File: src/rtl/fp_pkg.sv
// Shared float32 constants, FSM state and operand classification for the
// square / square-root datapaths.
package fp_pkg;

    localparam int          EXP_BIAS    = 127;
    localparam logic [7:0]  EXP_SPECIAL = 8'hFF;
    localparam int          MANT_W      = 23;
    localparam int          SIG_W       = 24;
    localparam int          PROD_W      = 48;

    typedef enum logic [1:0] {
        IDLE = 2'd0,
        MUL  = 2'd1,
        NORM = 2'd2,
        FIN  = 2'd3
    } state_t;

    typedef enum logic [1:0] {
        NORMAL  = 2'd0,
        ZERO    = 2'd1,
        DENORM  = 2'd2,
        SPECIAL = 2'd3
    } fp_class_t;

    function automatic fp_class_t fp_classify(input logic [7:0]        exp_in,
                                              input logic [MANT_W-1:0] mant_in);
        fp_class_t cls;
        if (exp_in == EXP_SPECIAL)
            cls = SPECIAL;
        else if (exp_in == 8'h00)
            cls = (mant_in == '0) ? ZERO : DENORM;
        else
            cls = NORMAL;
        return cls;
    endfunction

endpackage

File: src/rtl/seq_mult24.sv
// 24x24 shift-add multiplier: one multiplier bit per cycle, LSB first.
// o_last is high during the final accumulate; the product is complete the cycle after.
module seq_mult24
    import fp_pkg::*;
(
    input  logic              clk,
    input  logic              rst,
    input  logic              i_start,
    input  logic [SIG_W-1:0]  i_a,
    input  logic [SIG_W-1:0]  i_b,
    output logic              o_last,
    output logic [PROD_W-1:0] o_product
);

    logic [SIG_W-1:0]  r_a;
    logic [SIG_W-1:0]  r_b;
    logic [PROD_W-1:0] r_acc;
    logic [4:0]        r_cnt;
    logic              r_run;
    logic [PROD_W-1:0] w_addend;

    assign w_addend  = r_b[r_cnt] ? ({{(PROD_W-SIG_W){1'b0}}, r_a} << r_cnt) : '0;
    assign o_last    = r_run && (r_cnt == 5'(SIG_W-1));
    assign o_product = r_acc;

    always_ff @(posedge clk) begin
        if (rst) begin
            r_a   <= '0;
            r_b   <= '0;
            r_acc <= '0;
            r_cnt <= '0;
            r_run <= 1'b0;
        end else if (i_start) begin
            r_a   <= i_a;
            r_b   <= i_b;
            r_acc <= '0;
            r_cnt <= '0;
            r_run <= 1'b1;
        end else if (r_run) begin
            r_acc <= r_acc + w_addend;
            if (o_last)
                r_run <= 1'b0;
            else
                r_cnt <= r_cnt + 5'd1;
        end
    end

endmodule

File: src/rtl/fp_square_seq.sv
// Sequential float32 squarer. Define FP_SQUARE_ROUND_EN for round-to-nearest-even;
// otherwise the significand is truncated to match the square-root estimator.
//
// state | meaning
// IDLE  | waiting for start; classifies operand, specials skip to FIN
// MUL   | 24-cycle significand multiply in seq_mult24
// NORM  | normalize, round, range-check into the result staging registers
// FIN   | publish staged result with a one-cycle done pulse
module fp_square_seq
    import fp_pkg::*;
(
    input  logic              clk,
    input  logic              rst,
    input  logic              start,
    input  logic              in_sign,
    input  logic [7:0]        in_exponent,
    input  logic [MANT_W-1:0] in_mantissa,
    output logic              busy,
    output logic              done,
    output logic              out_sign,
    output logic [7:0]        out_exponent,
    output logic [MANT_W-1:0] out_mantissa,
    output logic              incorrect
);

    state_t            r_state;
    logic [7:0]        r_exp;
    logic              r_res_sign;
    logic [7:0]        r_res_exp;
    logic [MANT_W-1:0] r_res_mant;
    logic              r_res_inc;

    fp_class_t         w_in_class;
    logic              w_mul_start;
    logic              w_mul_last;
    logic [PROD_W-1:0] w_p;
    logic [9:0]        w_e;
    logic [9:0]        w_e_rnd;
    logic [MANT_W-1:0] w_frac;
    logic [MANT_W-1:0] w_frac_rnd;
    logic              w_underflow;
    logic              w_overflow;

    assign w_in_class  = fp_classify(in_exponent, in_mantissa);
    assign w_mul_start = (r_state == IDLE) && start && (w_in_class == NORMAL);

    seq_mult24 u_mult (
        .clk       (clk),
        .rst       (rst),
        .i_start   (w_mul_start),
        .i_a       ({1'b1, in_mantissa}),
        .i_b       ({1'b1, in_mantissa}),
        .o_last    (w_mul_last),
        .o_product (w_p)
    );

    // Two's-complement 10-bit exponent; normal inputs keep it within -125..382.
    assign w_e    = {1'b0, r_exp, 1'b0} - 10'(EXP_BIAS) + {9'd0, w_p[PROD_W-1]};
    assign w_frac = w_p[PROD_W-1] ? w_p[46:24] : w_p[45:23];

`ifdef FP_SQUARE_ROUND_EN
    logic        w_guard;
    logic        w_sticky;
    logic        w_round_up;
    logic [23:0] w_frac_sum;

    assign w_guard    = w_p[PROD_W-1] ? w_p[23] : w_p[22];
    assign w_sticky   = w_p[PROD_W-1] ? (|w_p[22:0]) : (|w_p[21:0]);
    assign w_round_up = w_guard & (w_sticky | w_frac[0]);
    assign w_frac_sum = {1'b0, w_frac} + {23'd0, w_round_up};
    // A carry out leaves the fraction at zero and bumps the exponent.
    assign w_frac_rnd = w_frac_sum[MANT_W-1:0];
    assign w_e_rnd    = w_e + {9'd0, w_frac_sum[23]};
`else
    logic w_unused_lsb;

    assign w_unused_lsb = ^w_p[22:0];
    assign w_frac_rnd   = w_frac;
    assign w_e_rnd      = w_e;
`endif

    assign w_underflow = w_e[9] || (w_e == 10'd0);
    assign w_overflow  = !w_e_rnd[9] && (w_e_rnd >= 10'd255);

    always_ff @(posedge clk) begin
        if (rst) begin
            r_state      <= IDLE;
            r_exp        <= '0;
            r_res_sign   <= 1'b0;
            r_res_exp    <= '0;
            r_res_mant   <= '0;
            r_res_inc    <= 1'b0;
            busy         <= 1'b0;
            done         <= 1'b0;
            out_sign     <= 1'b0;
            out_exponent <= '0;
            out_mantissa <= '0;
            incorrect    <= 1'b0;
        end else begin
            case (r_state)
                IDLE: begin
                    done <= 1'b0;
                    busy <= start;
                    if (start) begin
                        r_exp <= in_exponent;
                        case (w_in_class)
                            NORMAL: begin
                                r_state <= MUL;
                            end
                            ZERO: begin
                                r_res_sign <= 1'b0;
                                r_res_exp  <= '0;
                                r_res_mant <= '0;
                                r_res_inc  <= 1'b0;
                                r_state    <= FIN;
                            end
                            default: begin
                                r_res_sign <= in_sign;
                                r_res_exp  <= in_exponent;
                                r_res_mant <= in_mantissa;
                                r_res_inc  <= 1'b1;
                                r_state    <= FIN;
                            end
                        endcase
                    end
                end
                MUL: begin
                    if (w_mul_last)
                        r_state <= NORM;
                end
                NORM: begin
                    r_res_sign <= 1'b0;
                    if (w_underflow) begin
                        r_res_exp  <= '0;
                        r_res_mant <= '0;
                        r_res_inc  <= 1'b1;
                    end else if (w_overflow) begin
                        r_res_exp  <= EXP_SPECIAL;
                        r_res_mant <= '0;
                        r_res_inc  <= 1'b1;
                    end else begin
                        r_res_exp  <= w_e_rnd[7:0];
                        r_res_mant <= w_frac_rnd;
                        r_res_inc  <= 1'b0;
                    end
                    r_state <= FIN;
                end
                FIN: begin
                    out_sign     <= r_res_sign;
                    out_exponent <= r_res_exp;
                    out_mantissa <= r_res_mant;
                    incorrect    <= r_res_inc;
                    done         <= 1'b1;
                    r_state      <= IDLE;
                end
                default: begin
                    r_state <= IDLE;
                end
            endcase
        end
    end

endmodule

File: config.mk
export PLATFORM = sky130hd
export DESIGN_NAME = fp_square_seq
export DESIGN_NICKNAME = d
export VERILOG_FILES = /design/src/rtl/fp_pkg.sv /design/src/rtl/seq_mult24.sv /design/src/rtl/fp_square_seq.sv
export SDC_FILE = /design/constraint.sdc
export NUM_CORES = 1
export LEC_CHECK = 0
export CORE_MARGIN = 2
export CORE_UTILIZATION = 65
export DETAILED_ROUTE_END_ITERATION = 8
export PLACE_DENSITY = 0.95
export SLEW_MARGIN = 0
export SYNTH_ARGS = -nofsm -noshare
export SYNTH_HDL_FRONTEND = slang
export SYNTH_HIERARCHICAL = 1
export SYNTH_SLANG_ARGS = --single-unit
export TNS_END_PERCENT = 50
File: constraint.sdc
create_clock -name clk -period 6.5 [get_ports clk]
set_input_delay 1.3 -clock clk [delete_from_list [all_inputs] [get_ports clk]]
set_output_delay 1.3 -clock clk [all_outputs]
set_load 0.02 [all_outputs]
# After elaboration in Yosys (flattened, before gate mapping)
# Index checks and enable logic that the tools add are counted.
dict set report totals {
  ff_bits 156
  in_bits 35
  out_inout_bits 35
  wordCells 84
}
dict set report op_classes {
  add_sub_neg 4
  order_cmp 2
  n_eq_ne 9
  shift 1
  n_mux 33
  n_bitwise 1
  reduce_logical 18
}
# operator n
set ops {}
lappend ops {{23-bit two-way mux} 4}
lappend ops {{23-bit case mux with 2 select lines} 2}
lappend ops {{48-bit adder} 1}
lappend ops {{48-bit two-way mux} 1}
lappend ops {{24-bit by 5-bit left shift with 48-bit output} 1}
lappend ops {{8-bit case mux with 2 select lines} 2}
lappend ops {{8-bit two-way mux} 3}
lappend ops {{23-bit zero test} 1}
lappend ops {{2-bit two-way mux} 6}
lappend ops {{10-bit by 1-bit adder with 10-bit output} 1}
lappend ops {{10-bit by 8-bit greater-or-equal comparator with 1-bit output (second input constant)} 1}
lappend ops {{10-bit zero test} 1}
lappend ops {{1-bit case mux with 2 select lines} 5}
lappend ops {{9-bit by 7-bit subtractor with 10-bit output (second input constant)} 1}
lappend ops {{8-bit equality test (second input constant)} 1}
lappend ops {{8-bit zero test} 1}
lappend ops {{1-bit two-way mux} 8}
lappend ops {{2-bit case mux with 4 select lines} 1}
lappend ops {{5-bit by 6-bit less-than comparator with 1-bit output (second input constant)} 1}
lappend ops {{2-bit AND reduction} 3}
lappend ops {{5-bit by 1-bit adder with 5-bit output (second input constant)} 1}
lappend ops {{1-bit binary-select mux with 5-bit select} 1}
lappend ops {{5-bit equality test (second input constant)} 1}
lappend ops {{2-bit by 1-bit equality test with 1-bit output (second input constant)} 2}
lappend ops {{other kinds (11)} 18}

# Depth between registers and ports, before layout
dict set report depth {
  depth_word 8
  ltp_mapped 22
  depth_no_buf 19
}

# Modules after synthesis
# The synthesis kept the hierarchy.
# mod n_inst cells_per_inst area_per_inst_um2 seq_area_each_um2
set by_module_without_submodules {}
lappend by_module_without_submodules {seq_mult24 1 991 8059.0 2042.0}
lappend by_module_without_submodules {fp_square_seq 1 427 3961.3 1561.5}

# Least setup slack after synthesis
# OpenSTA, ideal clock, no wires.
dict set report synth_path {
  path_kind {register to register}
  from {register u_mult.r_cnt[0]}
  to {register u_mult.r_acc[32], in the netlist u_mult/o_product[32]}
  setup_ns 0.130
  arrival_ns 4.240
  required_ns 6.370
  path_slack_ns 2.130
  path_stages_with_launch 20
  path_buffers 4
  period_less_slack_ns 4.370
  path_cell_list {dfxtp_1 -> buf_2 -> mux4_2 -> mux4_2 -> nand2_1 -> and2_1 -> clkbuf_1 -> buf_2 -> nor2_1 -> ha_1 -> buf_2 -> a211oi_1 -> o21ai_0 -> a31o_2 -> nor4_2 -> nor4_1 -> or2_2 -> a21oi_1 -> xor2_1 -> o22ai_1}
}
dict set report synth_via {
  elab_chain_len 4
  elab_cells_between_ends 5
  cone_classes {1 x add/sub; 1 x shift; 3 x mux}
}
# item line_no
set synth_lines {}
lappend synth_lines {{from (decl)} seq_mult24.sv:18} ;# logic [4:0] r_cnt;
lappend synth_lines {{from (signal assigned)} seq_mult24.sv:44} ;# r_cnt <= r_cnt + 5'd1;
lappend synth_lines {{1-bit binary-select mux with 5-bit select} seq_mult24.sv:22} ;# assign w_addend = r_b[r_cnt] ? ({{(PROD_W-SIG_W){1'b0}}, r_a} << r_cnt) : '0;
lappend synth_lines {{1-bit two-way mux (implied by the code)} seq_mult24.sv:22}
lappend synth_lines {{48-bit two-way mux *} seq_mult24.sv:22}
lappend synth_lines {{48-bit adder *} seq_mult24.sv:40} ;# r_acc <= r_acc + w_addend;
lappend synth_lines {{to (signal assigned)} seq_mult24.sv:40}
lappend synth_lines {{to (decl)} seq_mult24.sv:17} ;# logic [PROD_W-1:0] r_acc;
# Every way passes the cells marked *; elsewhere a longest branch is shown, timed or not. The select of a mux whose other input is x is not followed.
# A chain may end at the register's enable or synchronous reset.

# Final worst setup path
dict set report layout_path {
  from {register u_mult.r_cnt[0]}
  to {register u_mult.r_acc[47], in the netlist u_mult/o_product[47]}
}
# The elaborated chain is that of the path after synthesis.

==> flow_summary_export.csv <==
group,metric,value,unit
outcome,status,"finished with violations",
outcome,violations,"DRC",
final_layout,layout.nets,1510,
cts,cts.htree.levels,4,
timing,slew_viol_final,0,
critical_path,crit_required,6800,ps
logic_synthesis,synthTopCellsByArea,"dfxtp_1 30%, mux2i_1 11%, nor2_1 7.7%",
cts,clock_path_buffers,2,
logic_synthesis,ys_warn_count,6,
timing,final.setup_skew,26.3,ps
final_layout,antennaDiodeCount,0,
critical_path,worstSetupEndpointType,"register",
cts,cts_setup_buffers,0,
routing,avgRoutedWirePerCell,23.4,um
cts,hold_buffers,0,
pwr,p_leak,5.03,nW
grt,first_global_vias,11441,
timing,min_period,5500,ps
logic_synthesis,synth_seq_area_share,0.300,
logic_synthesis,ys_types,82,
logic_synthesis,synth_edf_count,0,
worst_hold_path,hp-class,"reg2reg",
routing,drt-initial-drc-count,1884,
cts,cts_resized,0,
timing,tns,0,ps
final_layout,multi_input_area,7870,um^2
floorplan,dieHeight,140,um
pwr,power_density,221,nW/um^2
timing,fin_hold_ws,493,ps
timing,slew_headroom,0.170,
logic_synthesis,postSynthCellCount,1418,
floorplan,core_area,18000,um^2
timing,worst_pin_slew,1240,ps
cts,root_buffer,"clkbuf_16",
timing,setup_viol,0,
floorplan,rows,49,
logic_synthesis,synth_ff_type,"dfxtp_1",
grt,grt_pass1_wl,60.6,mm
timing,post-route-period-util,0.846,
routing,drt-total-wl,38.9,mm
critical_path,crit_type,"reg2reg",
floorplan,ioPinCount,70,
grt,grt_start_max_net_pins,106,
critical_path,path_max_fanout,33,
routing,drtAntennaViolNets,0,
critical_path,critPathArrivalTime,5800,ps
placement,dp_hpwl,24.7,mm
grt,grt.total_usage,0.388,
routing,via_per_inst,7.20,
cts,cts_tree,"built",
cts,clkLatencyLatePin,460,ps
logic_synthesis,synth_top_cell_area_share,0.300,
pwr,ir_drop,0.207,mV
floorplan,die-area,19600,um^2
cts,cts_buffers,17,
timing,final-hold-violation-count,0,
grt,grt.overflow.total,0,
routing,vias,11949,
final_layout,final_core_util,0.736,
logic_synthesis,synthArstFlopShare,0,
final_layout,fillers,1164,
logic_synthesis,yosysTopAreaCell,"dfxtp_1",
final_layout,layout-area-overhead-vs-synth,10.4,%
cts,cts.sinks,180,
floorplan,start_util,0.667,
logic_synthesis,ys_seq_elements,180,
routing,first_pass_iters,9,
placement,io_buffers,69,
timing,rsz0062_at_grt,"false",
timing,fmax,0.182,GHz
placement,place_congestion,0.996,
critical_path,cp-start-kind,"register",
logic_synthesis,synth_area,12000,um^2
flow_run,maxCapViolations,0,
cts,clk_pin_slew_worst_paths,100,ps
final_layout,seq_area,3610,um^2
logic_synthesis,synth.avg_cell_area,8.48,um^2
floorplan,die_width,140,um
final_layout,drive_above_1_share,0.101,
grt,antenna_found_initial,1,
routing,drc,8,
## kinds of logic after synthesis
group / share of synthesized area
adder cells (fa/ha/maj): 0.0600
flip-flops: 0.300
AO/OA/AOI/OAI: 0.189
other: 0.000312
AND/OR/NAND/NOR: 0.186
multiplexers: 0.182
XOR/XNOR: 0.0357
buffers and inverters: 0.0466
## flip-flops by register name, summed over array words and instances (netlist names)
name / count
u_mult/o_product: 48
u_mult/r_a: 24
u_mult/r_b: 24
out_mantissa: 23
r_res_mant: 23
out_exponent: 8
r_exp: 8
r_res_exp: 8
u_mult/r_cnt: 5
r_state: 2
busy: 1
done: 1
incorrect: 1
out_sign: 1
r_res_inc: 1
r_res_sign: 1
u_mult/r_run: 1
## synthesized netlist by cell type (all sizes together) (11+ instances only)
| master | instances |
|---|---|
| a221oi | 26 |
| ha | 56 |
| dfxtp | 180 |
| clkbuf | 54 |
| a21oi | 76 |
| buf | 50 |
| nand2 | 90 |
| xor2 | 21 |
| a211oi | 31 |
| nand4 | 23 |
| nor3 | 35 |
| mux2i | 138 |
| mux2 | 40 |
| o21bai | 11 |
| nor2b | 16 |
| xnor2 | 28 |
| inv | 20 |
| nor2 | 246 |
| a31oi | 14 |
| a21o | 21 |
| nor4 | 13 |
| mux4 | 16 |
| o21ai | 58 |
| nand3 | 25 |
## worst max-delay path, stage by stage (launching register included)
cell and delay, ps:
dfxtp_2 470, buf_4 460, inv_1 320, a211oi_1 340
a21oi_1 200, mux2_2 360, o21ai_0 270, o22a_1 220
nor2_1 60, ha_1 380, o21ai_0 250, o211ai_1 120
a211oi_1 450, a211oi_1 240, o31ai_1 570, a2bb2oi_1 290
a21oi_1 110, xnor2_1 150, nor2_1 50
## where the power goes
group          total (mW)  internal (mW)  leakage, nW  switching, mW
Clock                1.11          0.567        0.298          0.542
Combinational       0.596          0.226         3.27          0.369
Sequential           1.23           1.16         1.46         0.0694
## cell type report
| type | instances | share of cell area |
|---|---|---|
| sequential | 180 | 0.272 |
| inverter | 21 | 0.00594 |
| timing repair buffer | 84 | 0.0604 |
| clock inverter | 14 | 0.0139 |
| multi-input combinational | 1114 | 0.593 |
| clock buffer | 18 | 0.0331 |
| tap | 229 | 0.0216 |
## layer usage
layer | part of all wire | global-route usage | routed length [um]
met5 | 0.00041 | 0 | 16
met4 | 0.084 | 0.263 | 3280
met3 | 0.11 | 0.103 | 4310
met2 | 0.45 | 0.630 | 17500
met1 | 0.35 | 0.450 | 13800
## path summary, 6_finish.rpt
check | slack, ps | cells past startpoint | to | from
min reg2reg | 490 | 2 | u_mult/o_product[16]$_SDFFE_PP0P_ | u_mult/o_product[16]$_SDFFE_PP0P_
min | 490 | 2 | u_mult/o_product[16]$_SDFFE_PP0P_ | u_mult/o_product[16]$_SDFFE_PP0P_
max reg2reg | 1000 | 18 | u_mult/o_product[47]$_SDFFE_PP0P_ | u_mult/r_cnt[0]$_SDFFE_PP0P_
max | 1000 | 18 | u_mult/o_product[47]$_SDFFE_PP0P_ | u_mult/r_cnt[0]$_SDFFE_PP0P_
## cells in the final DEF, fill, tap and decap left out, types with 6 or more instances in the layout
cell,n
a211oi_1,31
a21o_1,20
a21oi_1,75
a221oi_1,12
a221oi_2,14
a22oi_1,7
a311oi_1,7
a31oi_1,14
and2_1,10
and3_1,6
buf_4,16
clkbuf_16,17
clkdlybuf4s50_1,68
dfxtp_1,177
ha_1,55
inv_1,20
mux2_2,40
mux2i_1,138
mux4_2,16
nand2_1,89
nand2b_1,7
nand3_1,24
nand4_1,22
nor2_1,244
nor2b_1,16
nor3_1,35
nor4_1,12
o211ai_1,8
o21a_1,10
o21ai_0,54
o21bai_1,11
o22ai_1,8
xnor2_1,28
xor2_1,21
## stage by stage
step	instance area (um^2)	power, mW	setup slack [ps]	instances
after global routing	13300	3.01	682	1660
after floorplan	12000	1.64	2130	1419
after CTS	13300	2.90	1310	1660
final	13300	2.93	999	1660
after global placement	12600	1.77	1680	1628
after detailed placement	12600	1.80	1520	1628
Power figures use the tool's default switching activity.
